File: src/rtl/pclk_rate_ctrl_if.sv
// Width-change handshake and PCLK-rate outputs of pclk_rate_ctrl.
// Chg_Cnt exists only when PCLK_RATE_CHG_CNT_EN is defined.
interface pclk_rate_ctrl_if;
  logic       Width_Req;
  logic [5:0] Req_Width;
  logic       Width_Ack;
  logic       Width_Err;
  logic [5:0] Active_Width;
  logic       PCLK_En;
  logic [1:0] Slot_Idx;
  logic       Busy;
`ifdef PCLK_RATE_CHG_CNT_EN
  logic [7:0] Chg_Cnt;
`endif

  modport master (
    output Width_Req, Req_Width,
    input  Width_Ack, Width_Err, Active_Width, PCLK_En, Slot_Idx, Busy
`ifdef PCLK_RATE_CHG_CNT_EN
    , input Chg_Cnt
`endif
  );

  modport slave (
    input  Width_Req, Req_Width,
    output Width_Ack, Width_Err, Active_Width, PCLK_En, Slot_Idx, Busy
`ifdef PCLK_RATE_CHG_CNT_EN
    , output Chg_Cnt
`endif
  );
endinterface

File: src/rtl/pclk_rate_ctrl.sv
// Word_CLK -> PCLK rate sequencer (div 1/2/4) with req/ack bus-width change.
// Optional PCLK_RATE_CHG_CNT_EN adds the saturating Chg_Cnt ratio-change counter.
module pclk_rate_ctrl #(
  parameter int unsigned SETTLE_CYCLES = 4,
  parameter logic [5:0]  RST_WIDTH     = 6'd8
) (
  input logic             Word_CLK,
  input logic             Rst,
  pclk_rate_ctrl_if.slave bus
);
  typedef enum logic [1:0] {RUN, PEND, SETTLE, ACK} state_e;

  localparam int unsigned   SW        = (SETTLE_CYCLES > 1) ? $clog2(SETTLE_CYCLES + 1) : 1;
  localparam logic [SW-1:0] SETTLE_LD = SW'(SETTLE_CYCLES);

  function automatic logic [1:0] top_slot(input logic [5:0] w);
    case (w)
      6'd16:   top_slot = 2'd1;
      6'd32:   top_slot = 2'd3;
      default: top_slot = 2'd0;
    endcase
  endfunction

  function automatic logic legal_width(input logic [5:0] w);
    legal_width = (w == 6'd8) || (w == 6'd16) || (w == 6'd32);
  endfunction

  state_e        state_q, state_d;
  logic [1:0]    div_q, div_d, div_step;
  logic [5:0]    width_q, width_d;
  logic [5:0]    tgt_q, tgt_d;
  logic [SW-1:0] settle_q, settle_d;
  logic          armed_q, armed_d;
  logic          err_d;

  logic          pclk_en_q;
  logic [1:0]    slot_q;
  logic          ack_q;
  logic          err_q;
  logic          busy_q;
  logic [5:0]    aw_q;

`ifdef PCLK_RATE_CHG_CNT_EN
  logic          chg_q, chg_d;
  logic [7:0]    cnt_q, cnt_d;
`endif

  always_comb begin
    state_d  = state_q;
    div_d    = div_q;
    width_d  = width_q;
    tgt_d    = tgt_q;
    settle_d = settle_q;
    armed_d  = armed_q;
    err_d    = 1'b0;
`ifdef PCLK_RATE_CHG_CNT_EN
    chg_d    = chg_q;
    cnt_d    = cnt_q;
`endif
    div_step = (div_q == top_slot(width_q)) ? '0 : div_q + 2'd1;

    case (state_q)
      RUN: begin
        div_d = div_step;
        if (bus.Width_Req && armed_q) begin
          if (!legal_width(bus.Req_Width)) begin
            err_d = 1'b1;
          end else if (bus.Req_Width == width_q) begin
            state_d = ACK;
          end else begin
            tgt_d   = bus.Req_Width;
            state_d = PEND;
          end
        end
      end
      PEND: begin
        // Switch only on the last slot of the old PCLK word.
        if (div_q == top_slot(width_q)) begin
          width_d  = tgt_q;
          div_d    = '0;
          settle_d = SETTLE_LD;
          state_d  = (SETTLE_CYCLES == 0) ? ACK : SETTLE;
`ifdef PCLK_RATE_CHG_CNT_EN
          chg_d    = 1'b1;
`endif
        end else begin
          div_d = div_step;
        end
      end
      SETTLE: begin
        div_d    = '0;
        settle_d = settle_q - SW'(1);
        if (settle_q == SW'(1)) begin
          state_d = ACK;
        end
      end
      default: begin
        div_d   = div_step;
        state_d = RUN;
`ifdef PCLK_RATE_CHG_CNT_EN
        chg_d   = 1'b0;
        if (chg_q && (cnt_q != '1)) begin
          cnt_d = cnt_q + 8'd1;
        end
`endif
      end
    endcase

    // One request per Req high phase: disarm on Ack/Err, re-arm once Req is seen low.
    if ((state_q == ACK) || err_d) begin
      armed_d = 1'b0;
    end else if (!bus.Width_Req) begin
      armed_d = 1'b1;
    end
  end

  always_ff @(posedge Word_CLK) begin
    if (Rst) begin
      state_q   <= RUN;
      div_q     <= '0;
      width_q   <= RST_WIDTH;
      tgt_q     <= RST_WIDTH;
      settle_q  <= '0;
      armed_q   <= 1'b1;
      pclk_en_q <= 1'b0;
      slot_q    <= '0;
      ack_q     <= 1'b0;
      err_q     <= 1'b0;
      busy_q    <= 1'b0;
      aw_q      <= RST_WIDTH;
`ifdef PCLK_RATE_CHG_CNT_EN
      chg_q     <= 1'b0;
      cnt_q     <= '0;
`endif
    end else begin
      state_q   <= state_d;
      div_q     <= div_d;
      width_q   <= width_d;
      tgt_q     <= tgt_d;
      settle_q  <= settle_d;
      armed_q   <= armed_d;
      // Outputs present the state of the previous cycle, one register stage deep.
      pclk_en_q <= (state_q != SETTLE) && (div_q == '0);
      slot_q    <= div_q;
      ack_q     <= (state_q == ACK);
      err_q     <= err_d;
      busy_q    <= (state_q == PEND) || (state_q == SETTLE);
      aw_q      <= width_q;
`ifdef PCLK_RATE_CHG_CNT_EN
      chg_q     <= chg_d;
      cnt_q     <= cnt_d;
`endif
    end
  end

  assign bus.PCLK_En      = pclk_en_q;
  assign bus.Slot_Idx     = slot_q;
  assign bus.Width_Ack    = ack_q;
  assign bus.Width_Err    = err_q;
  assign bus.Busy         = busy_q;
  assign bus.Active_Width = aw_q;
`ifdef PCLK_RATE_CHG_CNT_EN
  assign bus.Chg_Cnt      = cnt_q;
`endif
endmodule

File: src/flat_wrapper.sv
// flat-port wrapper written by rule: the top's interface ports become plain ports
module pclk_rate_ctrl_flat 
#(
  parameter int unsigned SETTLE_CYCLES = 4,
  parameter logic [5:0]  RST_WIDTH     = 6'd8
)
  (Word_CLK, Rst, bus_Width_Req, bus_Req_Width, bus_Width_Ack, bus_Width_Err, bus_Active_Width, bus_PCLK_En, bus_Slot_Idx, bus_Busy);
  pclk_rate_ctrl_if bus_i ();
  input logic Word_CLK;
  input logic Rst;
  input wire logic [$bits(bus_i.Width_Req)-1:0] bus_Width_Req;
  input wire logic [$bits(bus_i.Req_Width)-1:0] bus_Req_Width;
  output wire logic [$bits(bus_i.Width_Ack)-1:0] bus_Width_Ack;
  output wire logic [$bits(bus_i.Width_Err)-1:0] bus_Width_Err;
  output wire logic [$bits(bus_i.Active_Width)-1:0] bus_Active_Width;
  output wire logic [$bits(bus_i.PCLK_En)-1:0] bus_PCLK_En;
  output wire logic [$bits(bus_i.Slot_Idx)-1:0] bus_Slot_Idx;
  output wire logic [$bits(bus_i.Busy)-1:0] bus_Busy;
  assign bus_i.Width_Req = bus_Width_Req;
  assign bus_i.Req_Width = bus_Req_Width;
  assign bus_Width_Ack = bus_i.Width_Ack;
  assign bus_Width_Err = bus_i.Width_Err;
  assign bus_Active_Width = bus_i.Active_Width;
  assign bus_PCLK_En = bus_i.PCLK_En;
  assign bus_Slot_Idx = bus_i.Slot_Idx;
  assign bus_Busy = bus_i.Busy;
  pclk_rate_ctrl #(.SETTLE_CYCLES(SETTLE_CYCLES), .RST_WIDTH(RST_WIDTH)) u_core (.Word_CLK(Word_CLK), .Rst(Rst), .bus(bus_i));
endmodule
File: config.mk
export PLATFORM = sky130hd
export DESIGN_NAME = pclk_rate_ctrl_flat
export DESIGN_NICKNAME = d
export VERILOG_FILES = /design/src/rtl/pclk_rate_ctrl_if.sv /design/src/rtl/pclk_rate_ctrl.sv /design/src/flat_wrapper.sv
export SDC_FILE = /design/constraint.sdc
export NUM_CORES = 1
export LEC_CHECK = 0
export CORE_AREA = 2 2 55 62
export CTS_CLUSTER_DIAMETER = 30
export DETAILED_ROUTE_END_ITERATION = 10
export DIE_AREA = 0 0 57 64
export DONT_BUFFER_PORTS = 1
export PLACE_DENSITY = 0.66
export SLEW_MARGIN = 40
export SYNTH_ARGS = -nofsm -noshare
export SYNTH_HDL_FRONTEND = slang
export SYNTH_SLANG_ARGS = --single-unit
File: constraint.sdc
create_clock -name Word_CLK -period 2.15 [get_ports Word_CLK]
set_input_delay 0.43 -clock Word_CLK [delete_from_list [all_inputs] [get_ports Word_CLK]]
set_output_delay 0.43 -clock Word_CLK [all_outputs]
set_load 0.05 [all_outputs]
After elaboration in Yosys (flattened, before gate mapping) --
Cells that the tools add are included.
Operators by class: add/subtract/negate cells 2, eq/ne operators 18, muxes and demuxes 18, bitwise logic cells 1, reductions and logical operators 13
Operators by type and width (count):
- $mux 2 | 8
- $eq 6x5->1 const B | 2
- $eq 6x6->1 const B | 2
- $ne 2x1->1 const B | 5
- $pmux 2 s2 | 2
- $reduce_and 4->1 | 2
- $eq 6x4->1 const B | 1
- $eq 6x6->1 | 1
- $pmux 2 s3 | 1
- $pmux 3 s2 | 1
- $mux 1 | 5
- $eq 2x2->1 | 2
- $eq 2x2->1 const B | 2
- $logic_not 2->1 | 2
- $logic_or 1x1->1 | 4
- $reduce_and 2->1 | 2
- $eq 3x1->1 const B | 1
- $mux 3 | 1
- $sub 3x1->3 const B | 1
- $add 2x1->2 const B | 1
- $eq 2x1->1 const B | 1
- $logic_and 1x1->1 | 2
- $ne 2x2->1 const B | 1
- $reduce_bool 2->1 | 1
- $not 1->1 | 1
Storage, ports and cells: flip-flop bits (word level) 32, bits of input ports 9, output and inout port bits 12

Longest topological paths before layout --
Gate-level depths: netlist of the first run.
word-level depth 8, depth in mapped cells 7, mapped depth without buffers 6

Worst setup path after synthesis of the first run --
Ideal clock, no wire load.
path kind reg-to-reg, start point register u_core.width_q[4], end point register u_core.state_q[1], setup time 121 ps, arrival time 1531 ps, data required time 2029 ps, slack 497 ps, cell stages (with the launch flop) 6, path buffers 0, period minus slack after synthesis 1653 ps, cells stage by stage dfxtp_1 > or2_0 > a311o_2 > nand4_1 > and3_4 > mux2_4
On the way: word-level cells in the longest chain between the ends 6, elaborated cells on any way between the ends 12
Ends and longest elaborated chain:
- start: declaration | RTL line pclk_rate_ctrl.sv:30 | logic [5:0] width_q, width_d;
- start signal: assignment | RTL line pclk_rate_ctrl.sv:138 | width_q <= width_d;
- $eq 6x6->1 or $eq 6x5->1 (tied branches) | RTL line pclk_rate_ctrl.sv:17 | case (w)
- $pmux 2 s2 | RTL line pclk_rate_ctrl.sv:17
- $mux 2 | RTL line pclk_rate_ctrl.sv:62 | case (state_q)
- $eq 2x2->1 | RTL line pclk_rate_ctrl.sv:78 | if (div_q == top_slot(width_q)) begin
- $ne 2x1->1 (no line)
- $reduce_and 4->1 (no line)
- end signal: assignment | RTL line pclk_rate_ctrl.sv:136 | state_q <= state_d;
- end: declaration | RTL line pclk_rate_ctrl.sv:28 | state_e state_q, state_d;
Several ways; a longest one is shown, not always the timed one. The select of a mux whose other input is x is not followed. A chain may end at the register's enable or synchronous reset.

Final worst setup path of the first run --
Same ends and word-level chain as after synthesis.

==> results of run 1 <==
-- final cells by class --
class	count	share of cell area [%]
Tap cell	34	2.78
Sequential cell	32	41.9
Clock inverter	2	2.29
Inverter	10	2.45
Clock buffer	6	2.70
Multi-Input combinational cell	99	47.9
-- logic make-up after synthesis --
kind of cell               Yosys count  share of synthesized area, %
AOI/OAI and AO/OA                   23                          13.5
xor gates and xnor gates             7                          4.27
adders and majority gates            7                          6.10
buffers and inverters               14                          4.44
DFF                                 32                          44.6
muxes                                4                          3.14
and+or+nand+nor                     58                          24.0
-- worst max-delay path: cells and delay by family, from the launching register on --
family             cells  cell delay [ns]
AOI/OAI and AO/OA      1             0.42
DFF                    1             0.37
muxes                  1             0.30
and+or+nand+nor        3             0.56
-- cells in the final DEF, fill, tap and decap left out, types with 4 or more instances in the layout --
cell type	count
nor2b_1	7
a21oi_1	5
xor2_1	7
inv_1	10
nand4_1	4
clkbuf_4	5
dfxtp_1	32
nand3_1	7
ha_1	7
nor2_1	10
o21ai_0	4
nand2_1	9
-- how the worst max path moves through the flow --
stage | to | slack [ns] | start
floorplan | u_core.state_q[1]$_SDFFE_PP0P_ | 0.50 | u_core.width_q[4]$_SDFFE_PP0P_
global route | u_core.settle_q[0]$_SDFFE_PP0P_ | 0.30 | u_core.state_q[1]$_SDFFE_PP0P_
detailed placement | u_core.state_q[1]$_SDFFE_PP0P_ | 0.41 | bus_Req_Width[0]
global placement | u_core.tgt_q[3]$_SDFFE_PP1P_ | 0.45 | bus_Req_Width[0]
finish | u_core.state_q[1]$_SDFFE_PP0P_ | 0.39 | u_core.width_q[4]$_SDFFE_PP0P_
CTS | u_core.state_q[1]$_SDFFE_PP0P_ | 0.38 | u_core.width_q[4]$_SDFFE_PP0P_
-- routing by layer --
layer / vias up / share of wire, % / global-route usage [%]
li1: 504 / - / -
met1: 464 / 45 / 16.7
met2: 18 / 47 / 25.3
met3: 6 / 5.3 / 6.28
met4: 0 / 2.1 / 6.69
met5: - / 0 / 0
-- flip-flops by register name, indices dropped and copies added, names as in the netlist --
signal and count:
u_core.armed_q 1, u_core.width_q 6, u_core.bus.PCLK_En 1, u_core.state_q 2
u_core.bus.Active_Width 6, u_core.bus.Width_Ack 1, u_core.tgt_q 6, u_core.settle_q 3
u_core.bus.Slot_Idx 2, u_core.div_q 2, u_core.bus.Busy 1, u_core.bus.Width_Err 1
-- through the flow --
step / cells / instance area, µm² / util [%] / worst slack [ns]
after floorplan: 145 / 1440 / - / 0.497
after global placement: 175 / 1450 / 48.5 / 0.451
after detailed placement: 175 / 1450 / 48.5 / 0.405
after CTS: 183 / 1530 / 51.0 / 0.378
after global routing: 183 / 1530 / 51.0 / 0.302
final: 183 / 1530 / 51.0 / 0.390
-- where the power goes --
| group | internal (µW) | total (µW) | switching (µW) |
|---|---|---|---|
| Sequential | 636 | 713 | 77.0 |
| Combinational | 117 | 287 | 170 |
| Clock | 244 | 439 | 195 |
==> flow_metrics.env, run 1 <==
export IMPL_totalWireLength_um=2530
export IMPL_synth_top_area_share_pct=44.6
export IMPL_synth_yosys_seq_area_share_pct=44.6
export IMPL_ratio_of_final_minimum_period_to_clock_period_pct=81.8
export IMPL_power_density_nw_per_um2=941
export IMPL_final_hold_viol_count=0
export IMPL_cts_made_buffers=5
export IMPL_tritoncts="done"
export IMPL_initial_core_util_pct=48.0
export IMPL_ant_nets=0
export IMPL_r2r_end="u_core.state_q[1]$_SDFFE_PP0P_"
export IMPL_io_pins=21
export IMPL_whs_ns=0.160
export IMPL_gr_total_overflow=0
export IMPL_timing_final_setup_violations=0
export IMPL_first_pass_grt_wire_length_um=4260
export IMPL_n_antenna_cell=0
export IMPL_critPathLaunchType="register"
export IMPL_routabilityCongestion=0.719
export IMPL_multi_input_area_um2=732
export IMPL_fp_dieArea_um2=3650
export IMPL_critPathCaptureType="register"
export IMPL_synth_top_area_cell="dfxtp_1"
export IMPL_postSynthCellCount=145
export IMPL_clk_latency_ns=0.33
export IMPL_initial_antenna_violation_count=0
export IMPL_cp_required_ns=2.37
export IMPL_detail_route_iter0_violations=15
export IMPL_floorplan_core_area_um2=3000
export IMPL_avgRoutedWirePerCell_um=13.8
export IMPL_via_count_of_the_first_global_routing_pass=967
export IMPL_final_nets=164
export IMPL_yosys_top_cells_area="dfxtp_1 45%, ha_1 6.1%, xor2_1 4.3%"
export IMPL_timing_rr_start="u_core.width_q[4]$_SDFFE_PP0P_"
export IMPL_mappedNetlistArea_um2=1440
export IMPL_synth_top_cells_by_count="32 x dfxtp_1, 10 x inv_1, 10 x nor2_1"
export IMPL_worst_hold_path_endpoint="u_core.bus.Slot_Idx[1]$_SDFF_PP0_"
export IMPL_worst_endpoint_arrival_ns=1.98
export IMPL_worstSetupPathType="register to register"
export IMPL_cts_post_setup_buffers_inserted=0
export IMPL_detailedRoute_firstPassIterationCount=4
export IMPL_holdBufCountCts=0
export IMPL_startpoint_of_the_most_critical_hold_path="Rst"
export IMPL_timing_critical_path_cells="or2_0 -> a311o_2 -> nand4_1 -> and3_4 -> mux2_4"
export IMPL_cts_buffer_depth=2
export IMPL_layout_min_cycle_time_ns=1.76
export IMPL_synth_most_common_cell="dfxtp_1"
export IMPL_chipHeight_um=64
export IMPL_clockRootBuffer="clkbuf_4"
export IMPL_total_leakage_power_uw=0.000563
export IMPL_hold_path_depth=1
export IMPL_peakVddDrop_v=0.000586
export IMPL_cts_htree_levels=2
export IMPL_post_route_drc_count=0
export IMPL_floorplan_rows=21
export IMPL_largest_stage_delay_on_the_critical_path_ns=0.42
export IMPL_timing_max_cap_violations=0
export IMPL_fill_cells=287
export IMPL_syn_mean_instance_area_um2=9.91
export IMPL_cpMaxStageDelayCell="a311o_2"
export IMPL_ff_latch_area_um2=641
export IMPL_dp_final_hpwl_um=1800
export IMPL_num_vias=992
export IMPL_synth_warning_count=0
export IMPL_synthesis_nets=161
export IMPL_viasPerCell=5.42
export IMPL_total_power_uw=1440
export IMPL_grt_max_degree=35
export IMPL_synthArstFlopShare_pct=0
export IMPL_placement_io_buffers=0
export IMPL_drv_slew=0
export IMPL_clkSlewWorstSetupHoldPaths_ns=0.10
export IMPL_slew_headroom_pct=67.5
export IMPL_dominantRegCellSynth="dfxtp_1"
export IMPL_fin_worst_skew_ns=0.00602
export IMPL_clock_sinks=32
export IMPL_ys_ff_latch=32
export IMPL_run_status="completed"
export IMPL_rsz0062_at_grt="no"
export IMPL_global_route_usage_total_pct=15.2
export IMPL_die_width_um=57
export IMPL_reg2reg_slack_ns=0.39
export IMPL_critical_path_max_fanout=7
export IMPL_yosys_cell_types_count=42
export IMPL_layout_overhead_on_the_synthesized_area_pct=6.45
export IMPL_drive_above_1_share_pct=14.8
export IMPL_hold_path_class="input pin to register"
export IMPL_max_freq_ghz=0.568
export IMPL_timing_worst_slew_pin_value_ns=0.486
export IMPL_synth_enable_flop_cells=0
export IMPL_ctsResizeCount=0
export IMPL_fin_setup_tns_ns=0
export IMPL_reg2reg_depth=5
(Power assumes the default switching activity.)
==> run 2, diff against run 1 <==
- PLACE_DENSITY: 0.66 -> 0.69
- clock period: 2.15 -> 1.5 ns (I/O delays scaled with it)
==> run 2 against run 1 <==
Register-to-register slack got worse by 0.60 ns. Clock power rose by 67%. Final cell count rose by 14%. The run now ends with setup timing left. Sequential power rose by 43%. Final area rose by 26%. Critical path depth did not move. Critical endpoint unchanged. First-iteration DRC count rose to 2.6 times the previous value. Combinational power rose by 130%. Highest routed layer unchanged. Maximum frequency rose by 2.8%. Power rose by 68%.
==> flow_metrics.env, run 2 (synthesis results as in run 1) <==
export IMPL_run_status="finished with violations"
export IMPL_failed_checks="setup timing"
export IMPL_worst_endpoint_arrival_ns=1.95
export IMPL_clkSlewWorstSetupHoldPaths_ns=0.10
export IMPL_layout_min_cycle_time_ns=1.71
export IMPL_totalWireLength_um=3310
export IMPL_p_clk_share_pct=30.3
export IMPL_total_leakage_power_uw=0.000720
export IMPL_timing_max_cap_violations=0
export IMPL_clockRootBuffer="clkbuf_4"
export IMPL_worstSetupPathType="register to register"
export IMPL_final_nets=189
export IMPL_grt_max_degree=35
export IMPL_hold_path_class="input pin to register"
export IMPL_chipHeight_um=64
export IMPL_final_common_cell="dfxtp_1"
export IMPL_floorplan_rows=21
export IMPL_floorplan_core_area_um2=3000
export IMPL_routabilityCongestion=0.759
export IMPL_cp_required_ns=1.74
export IMPL_dp_final_hpwl_um=2050
export IMPL_post_route_drc_count=0
export IMPL_initial_antenna_violation_count=0
export IMPL_pre_cts_slack_ns=-0.163
export IMPL_cts_htree_levels=2
export IMPL_detail_route_iter0_violations=39
export IMPL_peakVddDrop_v=0.000870
export IMPL_grt_util_met1_pct=22.0
export IMPL_fin_worst_skew_ns=0.00439
export IMPL_ant_nets=0
export IMPL_first_pass_grt_wire_length_um=5230
export IMPL_rsz0062_at_grt="yes"
export IMPL_layout_setup_ws_ns=-0.212
export IMPL_viasPerCell=5.58
export IMPL_holdBufCountCts=0
export IMPL_timing_critical_path_cells="nor4_4 -> a311o_2 -> nand4_1 -> and3_4 -> mux2_4"
export IMPL_power_density_nw_per_um2=1250
export IMPL_multi_input_area_um2=915
export IMPL_num_vias=1161
export IMPL_ff_latch_area_um2=647
export IMPL_power_combinational_fraction_pct=27.7
export IMPL_cpMaxStageDelayCell="dfxtp_2"
export IMPL_ratio_of_final_minimum_period_to_clock_period_pct=114
export IMPL_seq_power_share_pct=42.0
export IMPL_family_of_cells_with_the_greatest_summed_delay_on_the_critical_path="simple AND/OR/NAND/NOR gates"
export IMPL_via_count_of_the_first_global_routing_pass=1148
export IMPL_cts_buffer_depth=2
export IMPL_die_width_um=57
export IMPL_initial_core_util_pct=48.0
export IMPL_avgRoutedWirePerCell_um=15.9
export IMPL_groute_layer_met2_usage_pct=31.0
export IMPL_critPathLaunchType="register"
export IMPL_timing_worst_slew_pin_value_ns=0.486
export IMPL_max_freq_ghz=0.584
export IMPL_placement_io_buffers=0
export IMPL_fp_dieArea_um2=3650
export IMPL_internal_power_uw=1670
export IMPL_whs_ns=0.0116
export IMPL_slew_headroom_pct=67.6
export IMPL_net_switching_power_uw=745
export IMPL_detailedRoute_firstPassIterationCount=4
export IMPL_total_power_uw=2420
export IMPL_gr_max_usage_layer="met2"
export IMPL_fill_cells=244
export IMPL_cts_made_buffers=5
export IMPL_critical_path_max_fanout=3
export IMPL_final_hold_viol_count=0
export IMPL_p_sw_share_pct=30.8
export IMPL_critPathCaptureType="register"
export IMPL_global_route_usage_total_pct=18.7
export IMPL_cp_buffers_inverters=0
export IMPL_placed_area_um2=1590
export IMPL_n_antenna_cell=0
export IMPL_gr_total_overflow=0
export IMPL_timing_final_setup_violations=16
export IMPL_tritoncts="done"
export IMPL_post_route_cell_area_um2=1930
export IMPL_leading_cell_types_in_the_layout_fill_and_taps_excluded="27 x dfxtp_1, 20 x buf_4, 10 x inv_1, 8 x nor2_1"
export IMPL_drv_slew=0
export IMPL_layout_overhead_on_the_synthesized_area_pct=34.5
export IMPL_use_met3_pct=6.28
export IMPL_largest_stage_delay_on_the_critical_path_ns=0.35
export IMPL_io_pins=21
export IMPL_clock_sinks=32
export IMPL_drive_above_1_share_pct=41.4
export IMPL_clk_latency_ns=0.34
[run 2: path summary, 6_finish.rpt]
kind	startpoint	endpoint	slack (ns)	depth (start not counted)
setup / recovery	u_core.width_q[1]$_SDFFE_PP0P_	u_core.state_q[1]$_SDFFE_PP0P_	-0.21	5
hold / removal	Rst	u_core.width_q[5]$_SDFFE_PP0P_	0.01	1
setup reg to reg	u_core.width_q[1]$_SDFFE_PP0P_	u_core.state_q[1]$_SDFFE_PP0P_	-0.21	5
hold reg to reg	u_core.tgt_q[1]$_SDFFE_PP0P_	u_core.width_q[1]$_SDFFE_PP0P_	0.46	2
[run 2: final cells by class]
class                           instances  share of cell area, %
Multi-Input combinational cell        100                   47.3
Timing Repair Buffer                   24                   10.1
Tap cell                               34                   2.20
Sequential cell                        32                   33.5
Inverter                               10                   1.94
Clock buffer                            7                   3.37
Clock inverter                          1                   1.55
[run 2: per-stage QoR]
step | utilization (%) | instances | setup TNS, ns
2_1_floorplan | - | 145 | -0.0998
3_3_place_gp | 53.0 | 193 | -0.425
3_5_place_dp | 53.0 | 193 | -1.15
4_1_cts | 62.7 | 205 | -0.892
5_1_grt | 64.5 | 208 | -3.83
6_report | 64.5 | 208 | -2.37
[run 2: timing repair]
item / 4_1_cts / 5_1_grt
pin swaps: 19 / 8
gates resized for setup: 33 / 3
setup endpoints to repair: 19 / 19
buffers inserted: 4 / 3
endpoints found under the hold margin: 0 / 4
cloned: 1 / 0
[run 2: layer usage]
metal	vias up	part of all wire [%]
met5	-	0
met4	0	3.7
met3	11	4.8
met2	25	52
met1	566	39
li1	559	-
[run 2: power by group through the flow]
stage / clock network [µW] / logic, µW / registers [µW]
floorplan: 0 / 349 / 1030
global placement: 0 / 505 / 1030
detailed placement: 0 / 524 / 1030
CTS: 749 / 652 / 1010
global route: 781 / 713 / 1020
finish: 733 / 669 / 1020
==> run 3, diff against run 2 <==
- ABC_AREA: not set -> 1
- CORE_AREA: 2 2 55 62 -> 2 2 56 63
- DIE_AREA: 0 0 57 64 -> 0 0 58 65
==> run 3 against run 2 <==
The run now ends clean. Sequential power increased by 31%. Core utilization shrank 13 points. Via count is 3.2% higher. Sequential cell count stayed put. Non-clock buffer count shrank 17. Maximum frequency grew 22%. Critical path depth up 2. Count of clock-buffer cells in the layout fell by 1. Clock skew is 0.0031 ns higher. First-iteration DRC count increased by 18%.
==> flow_metrics.env, run 3 <==
export IMPL_initial_core_util_pct=46.9
export IMPL_drv_slew=0
export IMPL_die_width_um=58
export IMPL_placed_cells=230
export IMPL_synthesis_nets=210
export IMPL_synth_warning_count=0
export IMPL_timing_critical_path_cells="inv_1 -> ha_1 -> or2_2 -> nand2_1 -> nand2_1 -> nand2_1 -> nor2_1"
export IMPL_n_antenna_cell=0
export IMPL_layout_min_cycle_time_ns=1.40
export IMPL_r2r_end="u_core.settle_q[0]$_SDFFE_PP0P_"
export IMPL_cts_buffer_depth=2
export IMPL_postSynthCellCount=194
export IMPL_cp_buffers_inverters=1
export IMPL_leading_cell_types_in_the_layout_fill_and_taps_excluded="41 x nand2_1, 30 x dfxtp_1, 29 x nor2_1, 20 x inv_1, 10 x nand3_1"
export IMPL_dominantRegCellSynth="dfxtp_1"
export IMPL_ys_ff_latch=32
export IMPL_drive_above_1_share_pct=20.5
export IMPL_viasPerCell=4.97
export IMPL_timing_worst_slew_pin_value_ns=0.486
export IMPL_io_pins=21
export IMPL_run_status="completed"
export IMPL_largest_stage_delay_on_the_critical_path_ns=0.36
export IMPL_crit_path_start="u_core.state_q[1]$_SDFFE_PP0P_"
export IMPL_detailedRoute_firstPassIterationCount=4
export IMPL_peakVddDrop_v=0.00102
export IMPL_chipHeight_um=65
export IMPL_cp_required_ns=1.74
export IMPL_critical_path_max_fanout=4
export IMPL_final_hold_viol_count=0
export IMPL_cts_made_buffers=5
export IMPL_timing_rr_start="u_core.state_q[1]$_SDFFE_PP0P_"
export IMPL_global_route_usage_total_pct=17.4
export IMPL_layout_overhead_on_the_synthesized_area_pct=9.10
export IMPL_final_instance_count_excl_fill=241
export IMPL_ff_latch_area_um2=643
export IMPL_fill_cells=320
export IMPL_ant_nets=0
export IMPL_synth_top_cells_by_count="41 x nand2_1, 32 x dfxtp_1, 29 x nor2_1"
export IMPL_synthArstFlopShare_pct=0
export IMPL_critPathLaunchType="register"
export IMPL_slew_headroom_pct=67.5
export IMPL_initial_antenna_violation_count=0
export IMPL_final_common_cell="nand2_1"
export IMPL_routabilityCongestion=0.823
export IMPL_detail_route_iter0_violations=46
export IMPL_avgRoutedWirePerCell_um=12.2
export IMPL_timing_max_cap_violations=0
export IMPL_clock_sinks=32
export IMPL_yosys_cell_types_count=25
export IMPL_worst_endpoint_arrival_ns=1.64
export IMPL_synth_most_common_cell="nand2_1"
export IMPL_syn_mean_instance_area_um2=7.73
export IMPL_clk_latency_ns=0.33
export IMPL_reg2reg_depth=7
export IMPL_placement_io_buffers=0
export IMPL_synth_top_area_share_pct=42.7
export IMPL_stages_on_the_worst_setup_path=7
export IMPL_yosys_top_cells_area="dfxtp_1 43%, nand2_1 10%, nor2_1 7.3%"
export IMPL_post_route_drc_count=0
export IMPL_synth_top_area_cell="dfxtp_1"
export IMPL_total_leakage_power_uw=0.000744
export IMPL_family_of_cells_with_the_greatest_summed_delay_on_the_critical_path="simple AND/OR/NAND/NOR gates"
export IMPL_pre_cts_slack_ns=0.0880
export IMPL_multi_input_area_um2=748
export IMPL_fin_setup_tns_ns=0
export IMPL_dp_final_hpwl_um=2090
export IMPL_fin_worst_skew_ns=0.00750
export IMPL_mappedNetlistArea_um2=1500
export IMPL_layout_setup_ws_ns=0.0973
export IMPL_setup_worst_path_end="u_core.settle_q[0]$_SDFFE_PP0P_"
export IMPL_critPathCaptureType="register"
export IMPL_power_density_nw_per_um2=1750
export IMPL_via_count_of_the_first_global_routing_pass=1116
export IMPL_hold_path_depth=1
export IMPL_num_vias=1198
export IMPL_cts_htree_levels=2
export IMPL_floorplan_rows=22
export IMPL_max_freq_ghz=0.713
export IMPL_reg2reg_slack_ns=0.1
export IMPL_totalWireLength_um=2940
export IMPL_synth_enable_flop_cells=0
export IMPL_final_nets=221
export IMPL_floorplan_core_area_um2=3190
export IMPL_ratio_of_final_minimum_period_to_clock_period_pct=93.5
export IMPL_fp_dieArea_um2=3770
export IMPL_worstSetupPathType="register to register"
export IMPL_clkSlewWorstSetupHoldPaths_ns=0.10
export IMPL_tritoncts="done"
export IMPL_grt_max_degree=19
export IMPL_clockRootBuffer="clkbuf_4"
export IMPL_worst_path_most_repeated_cell="nand2_1"
export IMPL_first_pass_grt_wire_length_um=4930
export IMPL_cpMaxStageDelayCell="dfxtp_1"
export IMPL_hold_path_class="input pin to register"
export IMPL_timing_final_setup_violations=0
export IMPL_rsz0062_at_grt="yes"
export IMPL_gr_total_overflow=0
export IMPL_synth_yosys_seq_area_share_pct=42.7
run 3: cell count changes in the layout (fill, tap and decap cells not counted), moves of 4 or more:
| cell | delta |
|---|---|
| buf_4 | -14 |
| buf_6 | -4 |
| inv_1 | +10 |
| nor2b_1 | -7 |
| inv_2 | +6 |
| nor2_1 | +21 |
| a21oi_1 | +8 |
| nand2_1 | +37 |
| nand3_1 | +5 |
run 3: layout make-up:
cell class | instances | area share (%)
multi-input combinational | 133 | 45.8
inverter | 26 | 5.97
clock buffer | 6 | 2.52
timing repair buffer | 7 | 3.37
tap | 36 | 2.75
sequential | 32 | 39.3
clock inverter | 1 | 0.306
run 3: worst min-delay path by stage:
stage                                                        to                        from  slack [ns]
after floorplan                      u_core.div_q[0]$_SDFF_PP0_  u_core.div_q[0]$_SDFF_PP0_        0.41
after global placement          u_core.settle_q[1]$_SDFFE_PP0P_                         Rst        0.37
after detailed placement        u_core.settle_q[1]$_SDFFE_PP0P_                         Rst        0.37
after CTS                       u_core.settle_q[1]$_SDFFE_PP0P_                         Rst       0.005
after global routing          u_core.bus.Slot_Idx[0]$_SDFF_PP0_                         Rst       0.001
final                     u_core.bus.Active_Width[4]$_SDFF_PP0_                         Rst        0.03
run 3: what timing repair did:
| action | CTS | global route |
|---|---|---|
| buffers inserted | 0 | 2 |
| hold buffers | 0 | 1 |
| endpoints found under the setup margin | 0 | 10 |
| resized for setup | 0 | 4 |
| hold endpoints to repair | 0 | 4 |
run 3: cells by family (layout without fill, tap and decap cells):
logic type,count (synthesis),in the layout,synth area share (%)
compound gates,24,24,10.5
xor+xnor,3,3,1.75
fa+ha+maj,7,7,5.84
buf+inv,30,40,8.68
flops,32,32,42.7
simple gates,98,99,30.5
run 3: stage by stage:
stage               total power, µW  hold slack [ns]  cell area [µm²]  utilization (%)
finish                         2870           0.0257             1640             51.2
floorplan                      2160            0.414             1500                -
global placement               2340            0.366             1540             48.3
CTS                            2810          0.00466             1590             49.7
global route                   3110          0.00116             1640             51.2
detailed placement             2360            0.369             1540             48.3
run 3: power by group:
group	internal (µW)	leakage [µW]	total (µW)	switching, µW
clock	172	0.0000281	455	282
combinational	437	0.000454	1070	637
sequential	1020	0.000262	1340	314
total	1630	0.000744	2870	1230
run 3: per-layer routing:
layer,wire (µm),track usage [%]
met5,0,0
met4,43,6.10
met3,145,5.59
met2,1420,29.0
met1,1320,20.8
